===== src/rtl/reaction_round_ctrl_pkg.sv =====
// rtl/reaction_round_ctrl_pkg.sv - shared types and constants for the reaction round controller
package reaction_pkg;

    typedef enum logic [2:0] {IDLE, ARM, WAIT_DELAY, STIM, DONE} state_e;

    localparam int MS_W = 14;

    localparam int DELAY_BASE_SLOW = 2000;
    localparam int DELAY_BASE_MED  = 1000;
    localparam int DELAY_BASE_FAST = 500;

    // Right-shifting Galois form of x^16+x^14+x^13+x^11+1
    localparam logic [15:0] LFSR_TAPS = 16'hB400;

    function automatic logic [MS_W-1:0] delay_ms(input logic [1:0] mode, input logic [9:0] l);
        case (mode)
            2'd0:    delay_ms = MS_W'(DELAY_BASE_SLOW) + MS_W'(l);
            2'd1:    delay_ms = MS_W'(DELAY_BASE_MED) + MS_W'(l);
            default: delay_ms = MS_W'(DELAY_BASE_FAST) + MS_W'(l[8:0]);
        endcase
    endfunction

endpackage


===== src/rtl/reaction_round_ctrl_if.sv =====
// rtl/reaction_round_ctrl_if.sv - menu-side inputs and display-side outputs of one reaction round
interface reaction_round_ctrl_if;
    import reaction_pkg::*;

    logic            select;
    logic [1:0]      mode;
    logic            btn_react;
    logic            stim_led;
    logic            busy;
    logic [MS_W-1:0] result_ms;
    logic            result_valid;
    logic            false_start;
    logic            timeout;
    logic [MS_W-1:0] best_ms;

    modport master (
        output select, mode, btn_react,
        input  stim_led, busy, result_ms, result_valid, false_start, timeout, best_ms
    );

    modport slave (
        input  select, mode, btn_react,
        output stim_led, busy, result_ms, result_valid, false_start, timeout, best_ms
    );

endinterface


===== src/rtl/reaction_round_ctrl_tick_gen.sv =====
// rtl/reaction_round_ctrl_tick_gen.sv - clearable prescaler producing a one-cycle measurement tick
module reaction_tick_gen #(
    parameter int DIV = 10
) (
    input  logic clk,
    input  logic rst,
    input  logic clr_i,
    output logic tick_o
);

    localparam int CW = (DIV > 2) ? $clog2(DIV) : 1;

    logic [CW-1:0] cnt_q, cnt_d;

    assign tick_o = (cnt_q == CW'(DIV - 1));

    always_comb begin
        cnt_d = cnt_q + CW'(1);
        if (clr_i || tick_o) begin
            cnt_d = '0;
        end
    end

    always_ff @(posedge clk) begin
        if (rst) begin
            cnt_q <= '0;
        end else begin
            cnt_q <= cnt_d;
        end
    end

endmodule


===== src/rtl/reaction_round_ctrl.sv =====
// rtl/reaction_round_ctrl.sv - one reaction-game round: random delay, stimulus, timed response, best-time record
module reaction_round_ctrl
    import reaction_pkg::*;
#(
    parameter int          CLK_FREQ_HZ = 100_000_000,
    parameter int          TICK_HZ     = 1000,
    parameter int          MAX_MS      = 9999,
    parameter logic [15:0] LFSR_SEED   = 16'hACE1
) (
    input logic                 clk,
    input logic                 rst,
    reaction_round_ctrl_if.slave bus
);

    state_e          state_q, state_d;
    logic [15:0]     lfsr_q, lfsr_d;
    logic [9:0]      lsmp_q, lsmp_d;
    logic [1:0]      mode_q, mode_d;
    logic [MS_W-1:0] delay_q, delay_d, ms_q, ms_d, result_q, result_d, best_q, best_d;
    logic            valid_q, valid_d, fs_q, fs_d, to_q, to_d;
    logic            sel_q, sel_prev_q, btn_q, btn_prev_q;
    logic            sel_rise, btn_rise, tick, tick_clr;

    assign sel_rise = sel_q & ~sel_prev_q;
    assign btn_rise = btn_q & ~btn_prev_q;
    assign lfsr_d   = {1'b0, lfsr_q[15:1]} ^ (lfsr_q[0] ? LFSR_TAPS : 16'h0000);
    assign tick_clr = (state_d != state_q) && (state_d == WAIT_DELAY || state_d == STIM);

    reaction_tick_gen #(.DIV(CLK_FREQ_HZ / TICK_HZ)) u_tick (
        .clk    (clk),
        .rst    (rst),
        .clr_i  (tick_clr),
        .tick_o (tick)
    );

    always_comb begin
        state_d  = state_q;
        lsmp_d   = lsmp_q;
        mode_d   = mode_q;
        delay_d  = delay_q;
        ms_d     = ms_q;
        result_d = result_q;
        best_d   = best_q;
        valid_d  = valid_q;
        fs_d     = fs_q;
        to_d     = to_q;
        unique case (state_q)
            IDLE: if (sel_rise) begin
                state_d = ARM;
                mode_d  = bus.mode;
                lsmp_d  = lfsr_q[9:0];
            end
            ARM: begin
                valid_d  = 1'b0;
                fs_d     = 1'b0;
                to_d     = 1'b0;
                result_d = '0;
                if (!btn_q) begin
                    state_d = WAIT_DELAY;
                    delay_d = delay_ms(mode_q, lsmp_q);
                end
            end
            WAIT_DELAY: begin
                // A press always beats a same-cycle expiry
                if (btn_rise) begin
                    state_d  = DONE;
                    fs_d     = 1'b1;
                    result_d = '0;
                end else if (tick) begin
                    if (delay_q <= MS_W'(1)) begin
                        state_d = STIM;
                        ms_d    = '0;
                    end else begin
                        delay_d = delay_q - MS_W'(1);
                    end
                end
            end
            STIM: begin
                if (btn_rise) begin
                    state_d  = DONE;
                    result_d = ms_q;
                    valid_d  = 1'b1;
                end else if (tick && ms_q == MS_W'(MAX_MS - 1)) begin
                    state_d  = DONE;
                    result_d = MS_W'(MAX_MS);
                    to_d     = 1'b1;
                end else if (tick) begin
                    ms_d = ms_q + MS_W'(1);
                end
            end
            DONE: begin
                if (valid_q && result_q < best_q) begin
                    best_d = result_q;
                end
                if (btn_rise) begin
                    state_d = ARM;
                    mode_d  = bus.mode;
                    lsmp_d  = lfsr_q[9:0];
                end
            end
            default: state_d = IDLE;
        endcase
        if (state_q != IDLE && !bus.select) begin
            state_d = IDLE;
            valid_d = 1'b0;
            fs_d    = 1'b0;
            to_d    = 1'b0;
        end
    end

    always_ff @(posedge clk) begin
        if (rst) begin
            state_q    <= IDLE;
            lfsr_q     <= LFSR_SEED;
            lsmp_q     <= '0;
            mode_q     <= '0;
            delay_q    <= '0;
            ms_q       <= '0;
            result_q   <= '0;
            best_q     <= MS_W'(MAX_MS);
            valid_q    <= 1'b0;
            fs_q       <= 1'b0;
            to_q       <= 1'b0;
            sel_q      <= 1'b0;
            sel_prev_q <= 1'b0;
            btn_q      <= 1'b0;
            btn_prev_q <= 1'b0;
        end else begin
            state_q    <= state_d;
            lfsr_q     <= lfsr_d;
            lsmp_q     <= lsmp_d;
            mode_q     <= mode_d;
            delay_q    <= delay_d;
            ms_q       <= ms_d;
            result_q   <= result_d;
            best_q     <= best_d;
            valid_q    <= valid_d;
            fs_q       <= fs_d;
            to_q       <= to_d;
            sel_q      <= bus.select;
            sel_prev_q <= sel_q;
            btn_q      <= bus.btn_react;
            btn_prev_q <= btn_q;
        end
    end

    assign bus.stim_led     = (state_q == STIM);
    assign bus.busy         = (state_q == ARM) || (state_q == WAIT_DELAY) || (state_q == STIM);
    assign bus.result_ms    = result_q;
    assign bus.result_valid = valid_q;
    assign bus.false_start  = fs_q;
    assign bus.timeout      = to_q;
    assign bus.best_ms      = best_q;

endmodule


===== src/flat_wrapper.sv =====
// flat-port wrapper written by rule: the top's interface ports become plain ports
module reaction_round_ctrl_flat import reaction_pkg::*;
#(
    parameter int          CLK_FREQ_HZ = 100_000_000,
    parameter int          TICK_HZ     = 1000,
    parameter int          MAX_MS      = 9999,
    parameter logic [15:0] LFSR_SEED   = 16'hACE1
)
  (clk, rst, bus_select, bus_mode, bus_btn_react, bus_stim_led, bus_busy, bus_result_ms, bus_result_valid, bus_false_start, bus_timeout, bus_best_ms);
  reaction_round_ctrl_if bus_i ();
  input logic clk;
  input logic rst;
  input wire logic [$bits(bus_i.select)-1:0] bus_select;
  input wire logic [$bits(bus_i.mode)-1:0] bus_mode;
  input wire logic [$bits(bus_i.btn_react)-1:0] bus_btn_react;
  output wire logic [$bits(bus_i.stim_led)-1:0] bus_stim_led;
  output wire logic [$bits(bus_i.busy)-1:0] bus_busy;
  output wire logic [$bits(bus_i.result_ms)-1:0] bus_result_ms;
  output wire logic [$bits(bus_i.result_valid)-1:0] bus_result_valid;
  output wire logic [$bits(bus_i.false_start)-1:0] bus_false_start;
  output wire logic [$bits(bus_i.timeout)-1:0] bus_timeout;
  output wire logic [$bits(bus_i.best_ms)-1:0] bus_best_ms;
  assign bus_i.select = bus_select;
  assign bus_i.mode = bus_mode;
  assign bus_i.btn_react = bus_btn_react;
  assign bus_stim_led = bus_i.stim_led;
  assign bus_busy = bus_i.busy;
  assign bus_result_ms = bus_i.result_ms;
  assign bus_result_valid = bus_i.result_valid;
  assign bus_false_start = bus_i.false_start;
  assign bus_timeout = bus_i.timeout;
  assign bus_best_ms = bus_i.best_ms;
  reaction_round_ctrl #(.CLK_FREQ_HZ(CLK_FREQ_HZ), .TICK_HZ(TICK_HZ), .MAX_MS(MAX_MS), .LFSR_SEED(LFSR_SEED)) u_core (.clk(clk), .rst(rst), .bus(bus_i));
endmodule

===== config.mk =====
export PLATFORM = sky130hd
export DESIGN_NAME = reaction_round_ctrl_flat
export DESIGN_NICKNAME = d
export VERILOG_FILES = /design/src/rtl/reaction_round_ctrl_pkg.sv /design/src/rtl/reaction_round_ctrl_if.sv /design/src/rtl/reaction_round_ctrl_tick_gen.sv /design/src/rtl/reaction_round_ctrl.sv /design/src/flat_wrapper.sv
export SDC_FILE = /design/constraint.sdc
export NUM_CORES = 1
export LEC_CHECK = 0
export ABC_AREA = 1
export CAP_MARGIN = 20
export CORE_ASPECT_RATIO = 0.9
export CORE_MARGIN = 4
export CORE_UTILIZATION = 65
export CTS_CLUSTER_SIZE = 28
export DETAILED_ROUTE_END_ITERATION = 8
export PLACE_DENSITY_LB_ADDON = 0.12
export REMOVE_ABC_BUFFERS = 1
export SLEW_MARGIN = 15
export SYNTH_ARGS = -nofsm -noshare
export SYNTH_HDL_FRONTEND = slang
export SYNTH_HIERARCHICAL = 1
export SYNTH_SLANG_ARGS = --single-unit

===== constraint.sdc =====
create_clock -name clk -period 5.1 [get_ports clk]
set_clock_uncertainty 0.2 [all_clocks]
set_input_delay 1.275 -clock clk [delete_from_list [all_inputs] [get_ports clk]]
set_output_delay 1.275 -clock clk [all_outputs]
set_load 0.05 [all_outputs]

# [Yosys cells after proc, flatten, opt, wreduce, memory -nomap -nowiden]
# Cells that the tools add are included.
[op_classes] shifts=0 n_bitwise=5 addsub=6 n_mux=40 n_div=0 n_mul=0 n_reduce_logical=27 n_eq_ne=24 n_lt_le_gt_ge=2
[op_table] op="$mux W14" count=13
[op_table] op="$pmux W14 S2" count=3
[op_table] op="$pmux W14 S3" count=1
[op_table] op="$mux W3" count=9
[op_table] op="$mux W10" count=2
[op_table] op="$pmux W10 S2" count=1
[op_table] op="$add A17 B1 Y17 const B" count=1
[op_table] op="$eq A17 B17 Y1 const B" count=1
[op_table] op="$mux W16" count=1
[op_table] op="$ne A2 B1 Y1 const B" count=8
[op_table] op="$xor A15 B16 Y16" count=1
[op_table] op="$pmux W3 S5" count=1
[op_table] op="$add A14 B1 Y14 const B" count=1
[op_table] op="$eq A14 B14 Y1 const B" count=1
[op_table] op="$le A14 B1 Y1 const B" count=1
[op_table] op="$lt A14 B14 Y1" count=1
[op_table] op="$sub A14 B1 Y14 const B" count=1
[op_table] op="$add A11 B10 Y12 const A" count=1
[op_table] op="$eq A3 B2 Y1 const B" count=4
[op_table] op="$add A10 B10 Y11 const A" count=1
[op_table] op="$add A9 B9 Y10 const A" count=1
[op_table] op="$ne A2 B2 Y1 const B" count=5
[op_table] op="$reduce_and A3 Y1" count=3
[op_table] op="$reduce_bool A2 Y1" count=4
[op_table] op="21 further kinds" count=38
[word_totals] latch_bits=0 word_cells=120 ram_bits=0 ff_bits=111 inputBits=6 output_inout_bits=33 mem_count=0 mem_bits_ro=0

# [Longest topological paths before layout]
# Gate-level depths: netlist of run 1.
[logic_depth] ltp_word=11 ltp_mapped=22 mapped_depth_nobuf=21

# [Hierarchy]
# The synthesis of run 1 kept the hierarchy.
[modules_own_cells] module="reaction_round_ctrl" cells_per_inst=822 instances=1 seq_area_each_um2=1881.8 area_per_inst_um2=5356.4
[modules_own_cells] module="reaction_tick_gen" cells_per_inst=140 instances=1 seq_area_each_um2=340.3 area_per_inst_um2=932.1

# [Worst setup path before layout of run 1]
# Ideal clock, no wire load.
[synth_timing] kind="register -> register" start="register u_core.u_tick.cnt_q[0]" end="register u_core.u_tick.cnt_q[5]" path_slack_ns=2.424 n_path_buf=2 required_time_ns=4.836 period_less_slack_ns=2.676 path_stages_with_launch=22 setup_time_ns=0.064 arrival_ns=2.412 path_cell_list="dfxtp_1 > ha_1 > nand3_4 > inv_2 > nand3_2 > nor2_1 > nand2_1 > inv_1 > nand2_1 > nor2_1 > nand2_1 > nand3_1 > buf_4 > inv_1 > nor2_1 > nor2_1 > nand2_1 > nor2_1 > nor2_1 > o21ai_4 > buf_6 > nor2_1"
[synth_between] elab_chain_cells=11 elab_cells_between_ends=16 cone_classes="1 x add/sub; 4 x eq/ne; 6 x mux; 5 x reduce/logical"
[synth_lines] element="from (decl)" line_no="reaction_round_ctrl_tick_gen.sv:13" rtl="logic [CW-1:0] cnt_q, cnt_d;"
[synth_lines] element="from (signal assigned)" line_no="reaction_round_ctrl_tick_gen.sv:28" rtl="cnt_q <= cnt_d;"
[synth_lines] element="$eq A17 B17 Y1 *" line_no="reaction_round_ctrl_tick_gen.sv:15" rtl="assign tick_o = (cnt_q == CW'(DIV - 1));"
[synth_lines] element="via u_core.tick" line_no="reaction_round_ctrl.sv:22" rtl="logic sel_rise, btn_rise, tick, tick_clr;"
[synth_lines] element="$logic_and A1 B1 Y1" line_no="reaction_round_ctrl.sv:83" rtl="end else if (tick && ms_q == MS_W'(MAX_MS - 1)) begin"
[synth_lines] element="$mux W3" line_no="reaction_round_ctrl.sv:83"
[synth_lines] element="$mux W3" line_no="reaction_round_ctrl.sv:79" rtl="if (btn_rise) begin"
[synth_lines] element="$pmux W3 S5 *" line_no="reaction_round_ctrl.sv:47" rtl="unique case (state_q)"
[synth_lines] element="$mux W3 *" line_no="reaction_round_ctrl.sv:103" rtl="if (state_q != IDLE && !bus.select) begin"
[synth_lines] element="$eq A3 B2 Y1" line_no="reaction_round_ctrl.sv:27" rtl="assign tick_clr = (state_d != state_q) && (state_d == WAIT_DELAY || state_d == STIM);"
[synth_lines] element="$logic_or A1 B1 Y1" line_no="reaction_round_ctrl.sv:27"
[synth_lines] element="$logic_and A1 B1 Y1 *" line_no="reaction_round_ctrl.sv:27"
[synth_lines] element="via u_core.tick_clr" line_no="reaction_round_ctrl.sv:22"
[synth_lines] element="$logic_or A1 B1 Y1 *" line_no="reaction_round_ctrl_tick_gen.sv:19" rtl="if (clr_i || tick_o) begin"
[synth_lines] element="$reduce_or A2 Y1 (no source line) *"
# Mark *: on every way through the listed nets, which the timed path passes. The rest lies on a longest branch.
# A chain may end at the register's enable or synchronous reset.

# [Worst setup path after layout of run 1]
[layout_timing] start="register u_core.state_q[0]" end="output bus_busy"
[layout_between] elab_chain_cells=3 elab_cells_between_ends=5 cone_classes="3 x eq/ne; 2 x reduce/logical"
[layout_lines] element="from (decl)" line_no="reaction_round_ctrl.sv:15" rtl="state_e state_q, state_d;"
[layout_lines] element="from (signal assigned)" line_no="reaction_round_ctrl.sv:129" rtl="state_q <= state_d;"
[layout_lines] element="$eq A3 B1 Y1 or $eq A3 B2 Y1 (tied branches)" line_no="reaction_round_ctrl.sv:148" rtl="assign bus.busy = (state_q == ARM) || (state_q == WAIT_DELAY) || (state_q == STIM);"
[layout_lines] element="$logic_or A1 B1 Y1" line_no="reaction_round_ctrl.sv:148"
[layout_lines] element="$logic_or A1 B1 Y1 *" line_no="reaction_round_ctrl.sv:148"
[layout_lines] element="to (decl)" line_no="flat_wrapper.sv:17" rtl="output wire logic [$bits(bus_i.busy)-1:0] bus_busy;"
# Mark *: on every way between the ends. The rest lies on a longest branch, timed or not.

==> out/metrics.cfg, run 1 <==
[detailed_routing]
via_per_inst=5.27
drcViolationCount=0
firstDrtPassIters=6
routedWlPerCell_um=12.5
drtIter0Drc=632
wirelength_um=13900
via_count=5854
ant_nets=0

[clock_network]
postCtsSetupBuffers=0
cts.clk_slew.worst_paths_ps=110
ctsRootBufferMaster=clkbuf_8
post_cts_resized=0
cts_tree=yes
htree_levels=3
cts.path.max_buffers=2
hold_buffers=0
cts.sinks=111
cts-buffers-inserted=9
clock_latency_ps=380

[logic_synthesis]
syn_area_um2=6290
synth_async_sr_flop_share_pct=0
synth.avg_cell_area_um2=6.54
syn_inst=962
ys.warnings.count=6
synth-seq-area-share_pct=35.3
ys_seq_elements=111
ys.flop_type=dfxtp_1
synth_cell_types=37
synth_edf_count=0

[worst_hold_path]
min_delay_path_depth=2
hp-class=reg -> reg
hold_end=u_core/lfsr_q[14]$_SDFF_PP0_
hold_start=u_core/lfsr_q[15]$_SDFF_PP1_

[finish]
layout_commonest_cell=nand2_1
antenna_cells=0
num-fill-cells=790
fin_cells=1111
drive_gt1_share_pct=5.97
final_cell_mix=nand2_1, nor2_1, inv_1
final_area_um2=6850
nets=1014
fin_util_pct=73.7
area_growth_syn_to_layout_pct=8.91

[die]
rows=33
core_area_um2=9290
die_x_um=112
die_area_um2=11300
ios=39
initial_utilization_pct=67.7
fp.dieH_um=101

[timing]
slew_headroom_pct=52.8
period_minus_slack_ps=3630
fin_setup_tns_ps=0
rsz0062_at_grt=no
layout_setup_ws_ps=1470
drv_slew=0
timing.fmax_mhz=276
hold_violations=0
worst_pin_slew_ps=707
min_period_over_period_pct=71.1
setup-violations-final=0
fin_hold_ws_ps=207

[global_routing]
antenna_found_initial=0
grt_pass1_wl_um=24000
grt_pass1_vias=5103
grt_usage_pct=25.4
grt_max_degree=53
grt.overflow.total=0

[placed_design]
numPortBuffers=38
place_ws_ps=1900
place_congestion=0.940
post-place-cells=1095
hpwl_um=10100
postPlaceCellArea_um2=6660

[setup_path]
startpoint_type=flip-flop
max_stage_delay_ps=890
crit_cells=3
cp-end-kind=output pin
critical-path-slowest-cell=clkdlybuf4s50_1
r2r-start=u_core/u_tick/cnt_q[0]$_SDFF_PP0_
path_delay_family=buffers and inverters
crit_type=reg -> out
r2r_cells=19
path_buf_inv=2
r2r_end=u_core/u_tick/cnt_q[16]$_SDFF_PP0_
cp.required_ps=3620
reg2reg_slack_ps=1960
cp_max_fo=10
path_cells=inv_2 -> o21ai_2 -> clkdlybuf4s50_1
arrival_ps=2150

[flow_run]
maxCapViolations=0

[power_and_ir_drop]
vdd_drop_max_mv=0.192
p_per_area_nw_per_um2=253
finalPower_mw=1.73
leakage_nw=2.97

[run_status]
run_status=complete, no violations

-- flip-flops by register name, summed over array words and instances (netlist names), 2 cells and up --
register	flops
u_core/lfsr_q	16
u_core/bus.result_ms	14
u_core/mode_q	2
u_core/lsmp_q	10
u_core/delay_q	14
u_core/u_tick/cnt_q	17
u_core/state_q	3
u_core/ms_q	14
u_core/bus.best_ms	14
-- Yosys cell counts (2+ instances only) --
| library cell | instances | area, um^2 |
|---|---|---|
| o21ai_2 | 2 | 17.5 |
| o2111ai_1 | 2 | 17.5 |
| buf_4 | 5 | 37.5 |
| xnor2_1 | 7 | 61.3 |
| clkbuf_1 | 10 | 37.5 |
| buf_6 | 4 | 45.0 |
| dfxtp_1 | 111 | 2220 |
| nor3_1 | 7 | 35.0 |
| nand4_1 | 20 | 125 |
| nor2_4 | 6 | 67.6 |
| inv_2 | 8 | 30.0 |
| nand3_2 | 4 | 40.0 |
| nor2_1 | 143 | 537 |
| o211ai_1 | 4 | 30.0 |
| o21ai_1 | 2 | 10.0 |
| o21ai_4 | 2 | 32.5 |
| or2_2 | 5 | 31.3 |
| a21oi_1 | 62 | 310 |
| xor2_1 | 15 | 131 |
| nor2_2 | 4 | 25.0 |
| buf_2 | 7 | 35.0 |
| ha_1 | 24 | 300 |
| nand2_1 | 262 | 983 |
| nand2_2 | 4 | 25.0 |
| inv_1 | 124 | 465 |
| nand3_1 | 64 | 320 |
| o21ai_0 | 44 | 220 |
-- final cells by class --
type,count,area [um^2],area share (%)
Clock buffer,9,124,1.81
Multi-Input combinational cell,691,3410,49.7
Timing Repair Buffer,39,383,5.59
Sequential cell,111,2220,32.4
Inverter,132,495,7.23
Tap cell,122,153,2.23
Clock inverter,7,65.1,0.950
-- power by group --
| part | total, mW | leakage (nW) | switching (mW) | internal (mW) |
|---|---|---|---|---|
| combinational | 0.306 | 1.97 | 0.207 | 0.0993 |
| clock | 0.498 | 0.0958 | 0.310 | 0.188 |
| sequential | 0.931 | 0.904 | 0.0309 | 0.900 |
| total | 1.73 | 2.97 | 0.548 | 1.19 |
-- kinds of logic after synthesis --
kind of cell,share of synthesized area (%)
compound gates,10.4
xor+xnor,3.06
fa+ha+maj,4.78
buf+inv,10.5
flops,35.3
simple gates,35.9
-- tightest hold or removal path: cells and delay by family (launching register included) --
kind / cells / cell delay [ps]
DFF: 1 / 310
and+or+nand+nor: 1 / 30
buffers and inverters: 1 / 40
-- routing by layer --
layer | vias up | part of all wire [%] | track usage [%]
li1 | 3070 | - | -
met1 | 2573 | 48 | 37.4
met2 | 196 | 43 | 38.4
met3 | 15 | 7.8 | 4.36
met4 | 0 | 1.3 | 7.11
met5 | - | 0 | 0
-- worst max-delay path by stage --
stage | start | end | slack [ps]
floorplan | u_core/u_tick/cnt_q[0]$_SDFF_PP0_ | u_core/u_tick/cnt_q[11]$_SDFF_PP0_ | 2440
global placement | u_core/state_q[0]$_SDFF_PP0_ | bus_busy | 1940
detailed placement | u_core/state_q[0]$_SDFF_PP0_ | bus_busy | 1900
CTS | u_core/state_q[0]$_SDFF_PP0_ | bus_busy | 1460
global route | u_core/state_q[0]$_SDFF_PP0_ | bus_busy | 1380
finish | u_core/state_q[0]$_SDFF_PP0_ | bus_busy | 1470
(Power assumes the default switching activity.)
==> run 2: changes to the inputs <==
--- a/config.mk
+++ b/config.mk
@@ -9,7 +9,7 @@
 export CAP_MARGIN = 20
 export CORE_ASPECT_RATIO = 0.9
 export CORE_MARGIN = 4
-export CORE_UTILIZATION = 65
+export CORE_UTILIZATION = 60
 export CTS_CLUSTER_SIZE = 28
 export DETAILED_ROUTE_END_ITERATION = 8
 export PLACE_DENSITY_LB_ADDON = 0.12
==> constraint.sdc (replaced) <==
create_clock -name clk -period 3.7 [get_ports clk]
set_clock_uncertainty 0.2 [all_clocks]
set_input_delay 0.925 -clock clk [delete_from_list [all_inputs] [get_ports clk]]
set_output_delay 0.925 -clock clk [all_outputs]
set_load 0.05 [all_outputs]
==> out/metrics.cfg, run 2 (synthesis results as in run 1) <==
[detailed_routing]
via_per_inst=5.28
wirelength_um=14000
routedWlPerCell_um=12.5
via_count=5905
drtIter0Drc=508
firstDrtPassIters=6
ant_nets=0
drcViolationCount=0

[timing]
slew_headroom_pct=56.2
timing.fmax_mhz=308
worst_pin_slew_ps=657
period_minus_slack_ps=3250
min_period_over_period_pct=87.8
hold_violations=0
drv_slew=0
fin_setup_tns_ps=0
rsz0062_at_grt=no
setup-violations-final=0

[global_routing]
grt_pass1_wl_um=24000
grt_max_degree=30
grt_usage_pct=23.7
grt_pass1_vias=5155
antenna_found_initial=0
grt.overflow.total=0

[clock_network]
cts.clk_slew.worst_paths_ps=80
postCtsSetupBuffers=0
post_cts_resized=0
cts-buffers-inserted=9
cts.path.max_buffers=2
cts.sinks=111
ctsRootBufferMaster=clkbuf_16
cts_tree=yes
hold_buffers=0
htree_levels=3
clock_latency_ps=350

[setup_path]
cp-end-kind=output pin
reg2reg_slack_ps=680
path_delay_family=buffers and inverters
path_buf_inv=2
cp.required_ps=2570
crit_type=reg -> out
arrival_ps=2120
path_cells=inv_2 -> o21ai_2 -> clkdlybuf4s50_1
critical-path-slowest-cell=clkdlybuf4s50_1
cp_max_fo=10
startpoint_type=flip-flop
max_stage_delay_ps=900

[finish]
drive_gt1_share_pct=5.96
final_cell_mix=nand2_1, nor2_1, inv_1
layout_commonest_cell=nand2_1
largest_reg_flops=17
fin_cells=1119
nets=1015
area_growth_syn_to_layout_pct=11.2
top_register=u_core/u_tick/cnt_q
reg_top3=u_core/u_tick/cnt_q (17), u_core/lfsr_q (16)
fin_util_pct=68.2
final_area_um2=6990
antenna_cells=0
num-fill-cells=926

[die]
fp.dieH_um=105
die_x_um=116
initial_utilization_pct=61.4
core_area_um2=10200
rows=35
die_area_um2=12200
ios=39

[power_and_ir_drop]
switching_share_pct=28.8
p_sw_uw=782
power_frac_clock_pct=37.4
pwr-share-seq_pct=47.2
leakage_nw=3.03
internal-power_mw=1.93
vdd_drop_max_mv=0.420
p_per_area_nw_per_um2=388
combPwrFrac_pct=15.4

[placed_design]
post-place-cells=1103
postPlaceCellArea_um2=6680
hpwl_um=10100
place_congestion=0.904
numPortBuffers=38

[run_status]
run_status=complete, no violations

[worst_hold_path]
hp-class=reg -> reg

[flow_run]
maxCapViolations=0

run 2: routing by layer:
metal | global-route usage [%] | routed length [um] | up-vias | share of wire, %
li1 | - | - | 3063 | -
met1 | 35.2 | 6900 | 2653 | 49
met2 | 35.6 | 6010 | 170 | 43
met3 | 4.40 | 903 | 19 | 6.5
met4 | 5.22 | 156 | 0 | 1.1
met5 | 0 | 0 | - | 0
run 2: final timing paths:
path,startpoint,to,cells past startpoint
worst max register to register,u_core/u_tick/cnt_q[0]$_SDFF_PP0_,u_core/u_tick/cnt_q[11]$_SDFF_PP0_,19
worst max-delay path,u_core/state_q[0]$_SDFF_PP0_,bus_busy,3
worst min-delay path,u_core/lfsr_q[10]$_SDFF_PP1_,u_core/lfsr_q[9]$_SDFF_PP0_,2
worst min register to register,u_core/lfsr_q[10]$_SDFF_PP1_,u_core/lfsr_q[9]$_SDFF_PP0_,2
run 2: worst register-to-register path, stage by stage, from the launching register on:
cell and delay (ps):
dfxtp_1 380, ha_1 250, nand3_4 130, inv_2 70, nand3_2 100, nor2_1 230, nand2_1 80, inv_1 50
nand2_1 40, nor2_1 170, nand2_1 70, nand3_1 270, inv_1 100, nor2_1 130, nor2_1 50, nand2_1 60
nor2_1 40, nor2_1 210, o21ai_4 190, nor2_1 140
run 2: final cells by class:
class | instances | area [um^2] | share of cell area [%]
sequential | 111 | 2220 | 31.8
tap | 129 | 161 | 2.31
multi-input combinational | 691 | 3410 | 48.7
clock inverter | 6 | 75.1 | 1.07
inverter | 132 | 495 | 7.09
clock buffer | 10 | 239 | 3.42
timing repair buffer | 40 | 390 | 5.58
run 2: stage by stage:
step                      power [mW]  hold WS (ps)  setup slack (ps)
after floorplan                 1.62           188              1040
after global placement          1.71           188               797
after detailed placement        1.72           193               688
after CTS                       2.73           209               469
after global routing            2.84           221               170
final                           2.71           206               452
run 2: power groups by stage:
stage          Combinational (mW)  Sequential (mW)  Clock [mW]
2_1_floorplan               0.311             1.30           0
3_3_place_gp                0.407             1.31           0
3_5_place_dp                0.412             1.31           0
4_1_cts                     0.415             1.28        1.04
5_1_grt                     0.475             1.29        1.08
6_report                    0.418             1.28        1.02
